<file path="src/rtl/sliding_window_packer.sv">
// Packs a serial sample stream into NP-sample blocks for a P-block sliding-window RAM,
// rotating the write address and reading back the oldest block once the window is full.
module sliding_window_packer #(
    parameter int P       = 2,
    parameter int NP      = 10,
    parameter int NB_DATA = 32
) (
    input  logic                       clock,
    input  logic                       i_reset,
    input  logic                       i_valid,
    input  logic [NB_DATA-1:0]         i_sample,
    output logic                       o_ram_enable,
    output logic                       o_ram_wenable,
    output logic [$clog2(P)-1:0]       o_ram_write_addr,
    output logic [$clog2(P)-1:0]       o_ram_read_addr,
    output logic [NP*NB_DATA-1:0]      o_ram_data,
    output logic [$clog2(P+1)-1:0]     o_fill_count,
    output logic                       o_window_ready,
    output logic                       o_window_valid
);

    localparam int AW = $clog2(P);
    localparam int FW = $clog2(P+1);
    localparam int SW = $clog2(NP);
    localparam logic [AW-1:0] ADDR_LAST = AW'(P-1);
    localparam logic [SW-1:0] LANE_LAST = SW'(NP-1);
    localparam logic [FW-1:0] FILL_MAX  = FW'(P);
    localparam logic [FW-1:0] FILL_LAST = FW'(P-1);

    typedef enum logic [1:0] {ST_FILL, ST_LAST, ST_FULL} state_t;

    state_t                r_state;
    state_t                w_state_next;
    logic [FW-1:0]         r_fill;
    logic [FW-1:0]         w_fill_next;
    logic [SW-1:0]         r_scnt;
    logic [NB_DATA-1:0]    r_lanes [NP];
    logic [NP*NB_DATA-1:0] w_block;
    logic [NP*NB_DATA-1:0] r_data_p1;
    logic                  r_en;
    logic                  r_wen_p1;
    logic                  r_wvld_p2;
    logic [AW-1:0]         r_wptr;
    logic [AW-1:0]         r_rd_addr_p1;
    logic                  w_last;

    function automatic logic [AW-1:0] addr_inc(input logic [AW-1:0] a);
        return (a == ADDR_LAST) ? '0 : a + AW'(1);
    endfunction

    // p0: sample accepted; the lane NP-1 sample completes the block this cycle
    assign w_last = i_valid && (r_scnt == LANE_LAST);

    always_comb begin
        w_block = '0;
        for (int k = 0; k < NP; k++) begin
            w_block[k*NB_DATA +: NB_DATA] = (k == NP-1) ? i_sample : r_lanes[k];
        end
    end

    always_ff @(posedge clock) begin
        if (i_valid) begin
            r_lanes[r_scnt] <= i_sample;
        end
    end

    always_ff @(posedge clock) begin
        if (i_reset) begin
            r_en         <= 1'b0;
            r_scnt       <= '0;
            r_wen_p1     <= 1'b0;
            r_wvld_p2    <= 1'b0;
            r_wptr       <= '0;
            r_rd_addr_p1 <= '0;
            r_data_p1    <= '0;
            r_fill       <= '0;
        end else begin
            r_en      <= 1'b1;
            r_wen_p1  <= w_last;
            r_wvld_p2 <= r_wen_p1 && (r_state != ST_FILL);
            r_fill    <= w_fill_next;
            if (i_valid) begin
                r_scnt <= (r_scnt == LANE_LAST) ? '0 : r_scnt + SW'(1);
            end
            // p1: block, write and oldest-block read address presented together
            if (w_last) begin
                r_data_p1 <= w_block;
                if (r_state != ST_FILL) begin
                    r_rd_addr_p1 <= addr_inc(r_wptr);
                end
            end
            if (r_wen_p1) begin
                r_wptr <= addr_inc(r_wptr);
            end
        end
    end

    always_ff @(posedge clock) begin
        if (i_reset) begin
            r_state <= ST_FILL;
        end else begin
            r_state <= w_state_next;
        end
    end

    always_comb begin
        w_state_next = r_state;
        w_fill_next  = r_fill;
        if (r_wen_p1) begin
            if (r_fill != FILL_MAX) begin
                w_fill_next = r_fill + FW'(1);
            end
            case (r_state)
                ST_FILL: w_state_next = (r_fill + FW'(1) == FILL_LAST) ? ST_LAST : ST_FILL;
                ST_LAST: w_state_next = ST_FULL;
                default: w_state_next = ST_FULL;
            endcase
        end
    end

    // p2: RAM read data for the oldest block is valid
    assign o_ram_enable     = r_en;
    assign o_ram_wenable    = r_wen_p1;
    assign o_ram_write_addr = r_wptr;
    assign o_ram_read_addr  = r_rd_addr_p1;
    assign o_ram_data       = r_data_p1;
    assign o_fill_count     = r_fill;
    assign o_window_ready   = (r_state == ST_FULL);
    assign o_window_valid   = r_wvld_p2;

endmodule
</file>
<file path="config.mk">
export PLATFORM = sky130hd
export DESIGN_NAME = sliding_window_packer
export DESIGN_NICKNAME = d
export VERILOG_FILES = /design/src/rtl/sliding_window_packer.sv
export SDC_FILE = /design/constraint.sdc
export NUM_CORES = 1
export LEC_CHECK = 0
export CAP_MARGIN = 20
export CORE_AREA = 2 2 235 237
export CTS_CLUSTER_DIAMETER = 50
export DETAILED_ROUTE_END_ITERATION = 12
export DIE_AREA = 0 0 237 239
export DONT_BUFFER_PORTS = 1
export SETUP_SLACK_MARGIN = 0.4
export SLEW_MARGIN = 20
export SYNTH_ARGS = -nofsm -noshare
export SYNTH_HDL_FRONTEND = slang
export SYNTH_SLANG_ARGS = --single-unit
</file>
<file path="constraint.sdc">
create_clock -name clock -period 7.9 [get_ports clock]
set_clock_uncertainty 0.05 [all_clocks]
set_input_delay 1.185 -clock clock [delete_from_list [all_inputs] [get_ports clock]]
set_output_delay 1.185 -clock clock [all_outputs]
set_load 0.05 [all_outputs]
</file>
==> results of run 1 <==
[critical path, cell delays in order, from the launching register on]
cell and delay [ns]:
dfxtp_1 0.61, nand2b_4 0.17, nor3_4 0.20, buf_4 0.69, buf_4 0.80, a22o_1 0.26
[through the flow]
stage	power, mW	hold slack, ns	area, sq um
global route	6.829	0.4195	21840
detailed placement	3.546	0.3994	19540
global placement	3.543	0.3935	19540
finish	6.622	0.4018	21840
CTS	6.692	0.4033	21820
floorplan	3.522	0.3918	18820
[state kept, by name, indices dropped and copies added, names as in the netlist]
signal,count
o_ram_write_addr,1
r_lanes,288
o_ram_enable,1
o_ram_read_addr,1
r_state,2
r_scnt,4
o_window_valid,1
o_ram_data,320
o_ram_wenable,1
o_fill_count,2
[cell usage after synthesis, types with 3 or more instances]
cell type | n | area share (%)
buf_2 | 65 | 1.7
edfxtp_1 | 288 | 46
nor2_1 | 13 | 0.26
dfxtp_1 | 333 | 35
a22o_1 | 320 | 15
nor3_1 | 3 | 0.080
nand2_1 | 3 | 0.060
inv_1 | 4 | 0.080
clkbuf_1 | 8 | 0.16
a21oi_1 | 4 | 0.11
xnor2_1 | 5 | 0.23
[cells by family after synthesis]
group           count (synthesis)  synth area share (%)
compound gates                327                 15.13
buf+inv                        78                 2.008
mux                             2                0.1130
xor+xnor                        5                0.2327
flops                         621                 81.39
fa+ha+maj                       2                0.1330
simple gates                   33                0.9974
[worst paths after layout]
path                                startpoint               to  cells after the start  slack [ns]
worst max-delay path                 r_scnt[0]  o_ram_data[282]                      5        4.90
worst min-delay path            r_lanes[4][15]  o_ram_data[143]                      1        0.40
worst max register to register       r_scnt[0]  o_ram_data[282]                      5        4.90
worst min register to register  r_lanes[4][15]  o_ram_data[143]                      1        0.40
[power by group through the flow]
stage | combinational [mW] | clock, mW | sequential (mW)
6_report | 0.0668 | 3.15 | 3.41
4_1_cts | 0.0671 | 3.22 | 3.41
3_3_place_gp | 0.0658 | 0 | 3.48
5_1_grt | 0.0727 | 3.35 | 3.41
3_5_place_dp | 0.0669 | 0 | 3.48
2_1_floorplan | 0.0471 | 0 | 3.48
[layout make-up]
class	instances	area, sq um	area share (%)
timing repair buffer	18	167.7	0.7675
sequential	621	15310	70.11
clock inverter	29	282.8	1.294
clock buffer	95	1992	9.119
tap	704	880.8	4.032
inverter	4	15.01	0.06873
multi-input combinational	369	3192	14.61
[layer usage]
| metal | GRT usage [%] | wire [um] |
|---|---|---|
| met1 | 20.02 | 19710 |
| met2 | 24.72 | 21680 |
| met3 | 6.524 | 4244 |
| met4 | 5.236 | 757 |
| met5 | 0 | 0 |
==> impl_metrics.yaml, run 1 <==
timing:
  hold_viol: 0
  rsz0062_at_grt: "false"
  worst_pin_slew_ns: 1.058
  fin_crit_ns: 2.999
  fin_setup_tns_ns: 0
  drv_slew: 0
  max_freq_mhz: 333.4
  finalCritPeriodShare_pct: 37.96
  slew_headroom_pct: 29.48
  setup_ws_ns: 4.901
  setup_viol: 0
global_route:
  grt_remaining_overflow: 0
  grt_pass1_vias: 9359
  grt_antenna_before_repair: 0
  grt_start_max_net_pins: 169
  track_usage_pct: 15.86
  grt_pass1_wl_mm: 66.25
route:
  drt-total-wl_mm: 46.39
  drc: 0
  firstDrtPassIters: 5
  detail-route-antenna-nets: 0
  wl_per_cell_um: 25.21
  detail_route.vias_per_cell: 5.199
  vias: 9566
  first_iter_violations: 734
floorplanning:
  die_y_um: 239
  die_area_sq_um: 56640
  rows: 86
  ios: 363
  fp.dieW_um: 237
  initial_core_util_pct: 34.63
  core_sq_um: 54340
placed_design:
  dp_hpwl_mm: 28.25
  post-place-ws_ns: 4.428
  dp.cells: 1715
  gp_congestion: 0.7388
  io_buffers: 0
final_layout:
  nNetsFinal: 1120
  area_delta_synth_final_pct: 16.09
  antennaDiodeCount: 0
  final_util_pct: 40.20
  final_layout_size_suffix_gt1_share_pct: 11.97
  final_cells: 1840
  fill_cells: 4827
  final_cell_mix: "333 x dfxtp_1, 320 x a22o_1, 288 x edfxtp_1"
  final_common_cell: "dfxtp_1"
power_and_ir_drop:
  switchingPower_mw: 1.329
  cellLeakagePower_nw: 7.640
  ir_drop_v: 0.0001780
  internal_power_mw: 5.294
  combinationalPowerShare_pct: 1.0
  power_density_nw_per_um2: 303.2
  pwr-share-seq_pct: 51.5
  switching_share_pct: 20.06
  pwr-share-clk_pct: 47.5
clocking:
  cts.sinks: 621
  hold_buffers: 0
  cts_buffer_depth: 3
  post_cts_buffers: 0
  cts_resized: 0
  cts.clk_slew.worst_paths_ns: 0.06
  cts_tree: "built"
  cts-buffers-inserted: 69
  htree_levels: 3
  cts_root_buf: "clkbuf_16"
  clk_latency_ns: 0.57
yosys:
  avgSynthCellArea_sq_um: 17.62
  ys_async_sr_fraction_pct: 0
  synth_cell_types: 28
  ys_seq_area_share_pct: 81.39
  yosys_warnings: 0
  ys_ff_latch: 621
  ys.flop_type: "dfxtp_1"
  syn_nets: 1105
  synth_area_sq_um: 18820
  syn_inst: 1068
  synth_edf_count: 288
critical_path:
  worstPathRequired_ns: 8.36
  crit_path_end_kind: "register"
  path_max_fanout: 83
  arrival_ns: 3.46
  startpoint_type: "register"
  crit_type: "reg2reg"
flow_run:
  drv_cap: 0
outcome:
  status: "finished, final reports clean"
worst_hold_path:
  hold_class: "reg2reg"
No activity file was read; power rests on OpenSTA's default activity.
==> inputs of run 2 (changes only) <==
==> constraint.sdc (replaced) <==
create_clock -name clock -period 2.9 [get_ports clock]
set_clock_uncertainty 0.05 [all_clocks]
set_input_delay 0.435 -clock clock [delete_from_list [all_inputs] [get_ports clock]]
set_output_delay 0.435 -clock clock [all_outputs]
set_load 0.05 [all_outputs]
==> run 2 against run 1 <==
  * Final area increased by 3.5%
  * Combinational power increased to 5.1 times the previous value
  * Critical path depth unchanged
  * Clock power increased to 3.0 times the previous value
  * Critical path type unchanged
  * Largest power group is now clock
==> impl_metrics.yaml, run 2 (same netlist as run 1, synthesis figures left out) <==
timing:
  fin_setup_tns_ns: 0
  hold_viol: 0
  drv_slew: 0
  max_freq_mhz: 486.4
  rsz0062_at_grt: "false"
  slew_headroom_pct: 46.37
  fin_crit_ns: 2.056
  finalCritPeriodShare_pct: 70.89
  setup_viol: 0
  worst_pin_slew_ns: 0.8017
floorplanning:
  initial_core_util_pct: 34.63
  rows: 86
  ios: 363
  fp.dieW_um: 237
  core_sq_um: 54340
  die_area_sq_um: 56640
  die_y_um: 239
critical_path:
  cpLargestDelayFamily: "flip-flops"
  startpoint_type: "register"
  critPathBufInv: 2
  path_max_fanout: 82
  worstPathCellList: "nand2b_4 > nor3_4 > buf_4 > buf_12 > a22o_1"
  slowest_delay_ns: 0.66
  crit_path_end_kind: "register"
  crit_type: "reg2reg"
  arrival_ns: 2.53
  worstPathRequired_ns: 3.38
  cp_slowest_cell: "dfxtp_1"
flow_run:
  drv_cap: 0
route:
  firstDrtPassIters: 4
  drt-total-wl_mm: 48.56
  wl_per_cell_um: 25.65
  first_iter_violations: 737
  detail-route-antenna-nets: 0
  vias: 9731
  drc: 0
  detail_route.vias_per_cell: 5.141
placed_design:
  io_buffers: 0
  gp_congestion: 0.7274
  dp_hpwl_mm: 28.95
  dp.cells: 1721
final_layout:
  final_common_cell: "dfxtp_1"
  largest_reg_flops: 320
  final_layout_size_suffix_gt1_share_pct: 13.48
  area_delta_synth_final_pct: 20.11
  final_cells: 1893
  final_cell_mix: "333 x dfxtp_1, 320 x a22o_1, 288 x edfxtp_1"
  nNetsFinal: 1163
power_and_ir_drop:
  pwr-share-clk_pct: 49.2
  combinationalPowerShare_pct: 1.8
  ir_drop_v: 0.0004893
  cellLeakagePower_nw: 7.953
  power_density_nw_per_um2: 838.0
  internal_power_mw: 14.89
  power.total_mw: 18.94
  pwr-share-seq_pct: 49.1
  switching_share_pct: 21.37
  switchingPower_mw: 4.047
clocking:
  cts_tree: "built"
  htree_levels: 3
  cts.clk_slew.worst_paths_ns: 0.06
  cts-buffers-inserted: 73
  clk_latency_ns: 0.60
  cts.sinks: 621
  cts_root_buf: "clkbuf_16"
  cts_buffer_depth: 3
outcome:
  status: "finished, final reports clean"
global_route:
  grt_pass1_wl_mm: 69.63
  grt_antenna_before_repair: 3
  track_usage_pct: 16.82
  grt_pass1_vias: 9611
  grt_start_max_net_pins: 104
  grt_remaining_overflow: 0
worst_hold_path:
  hold_class: "in2reg"
## run 2: through the flow
| stage | utilization (%) | worst slack (ns) | hold WS [ns] | cell area, sq um |
|---|---|---|---|---|
| final | 41.59 | 0.8441 | 0.05125 | 22600 |
| after CTS | 41.58 | 0.8312 | 0.0005398 | 22600 |
| after global placement | 36.33 | 0.9139 | 0.3949 | 19740 |
| after floorplan | - | 0.4353 | 0.3918 | 18830 |
| after global routing | 41.59 | 0.7359 | 0.006544 | 22600 |
| after detailed placement | 36.33 | 0.8580 | 0.3994 | 19740 |
## run 2: path summary, 6_finish.rpt
kind,from,end,slack [ns],depth (start not counted)
setup / recovery,r_scnt[0],o_ram_data[125],0.84,5
hold / removal,i_reset,o_ram_wenable,0.05,2
setup reg to reg,r_scnt[0],o_ram_data[125],0.84,5
hold reg to reg,r_lanes[0][10],o_ram_data[10],0.40,1
## run 2: cell type report
class / instances / area, sq um
Antenna cell: 2 / 5.005
Clock buffer: 94 / 2007
Clock inverter: 42 / 504.2
Fill cell: 4779 / 31740
Inverter: 4 / 15.01
Multi-Input combinational cell: 369 / 3211
Sequential cell: 621 / 15310
Tap cell: 704 / 880.8
Timing Repair Buffer: 57 / 663.1
## run 2: power by group through the flow
stage	clock network [mW]	logic [mW]	registers, mW
2_1_floorplan	0	0.130	9.46
3_3_place_gp	0	0.194	9.48
3_5_place_dp	0	0.198	9.48
4_1_cts	9.53	0.353	9.29
5_1_grt	9.91	0.366	9.29
6_report	9.31	0.339	9.29
## run 2: what timing repair did
action | CTS | global route
gates resized for setup | 0 | 0
setup buffers | 0 | 0
endpoints found under the hold margin | 331 | 0
hold buffers | 34 | 0
## run 2: per-layer routing
layer  vias up  part of all wire, %  global-route usage [%]
li1       4353                    -                       -
met4         2                  2.2                   6.003
met1      4917                   41                   21.20
met2       390                   47                   26.07
met5         -                0.027                       0
met3        69                  9.7                   6.871
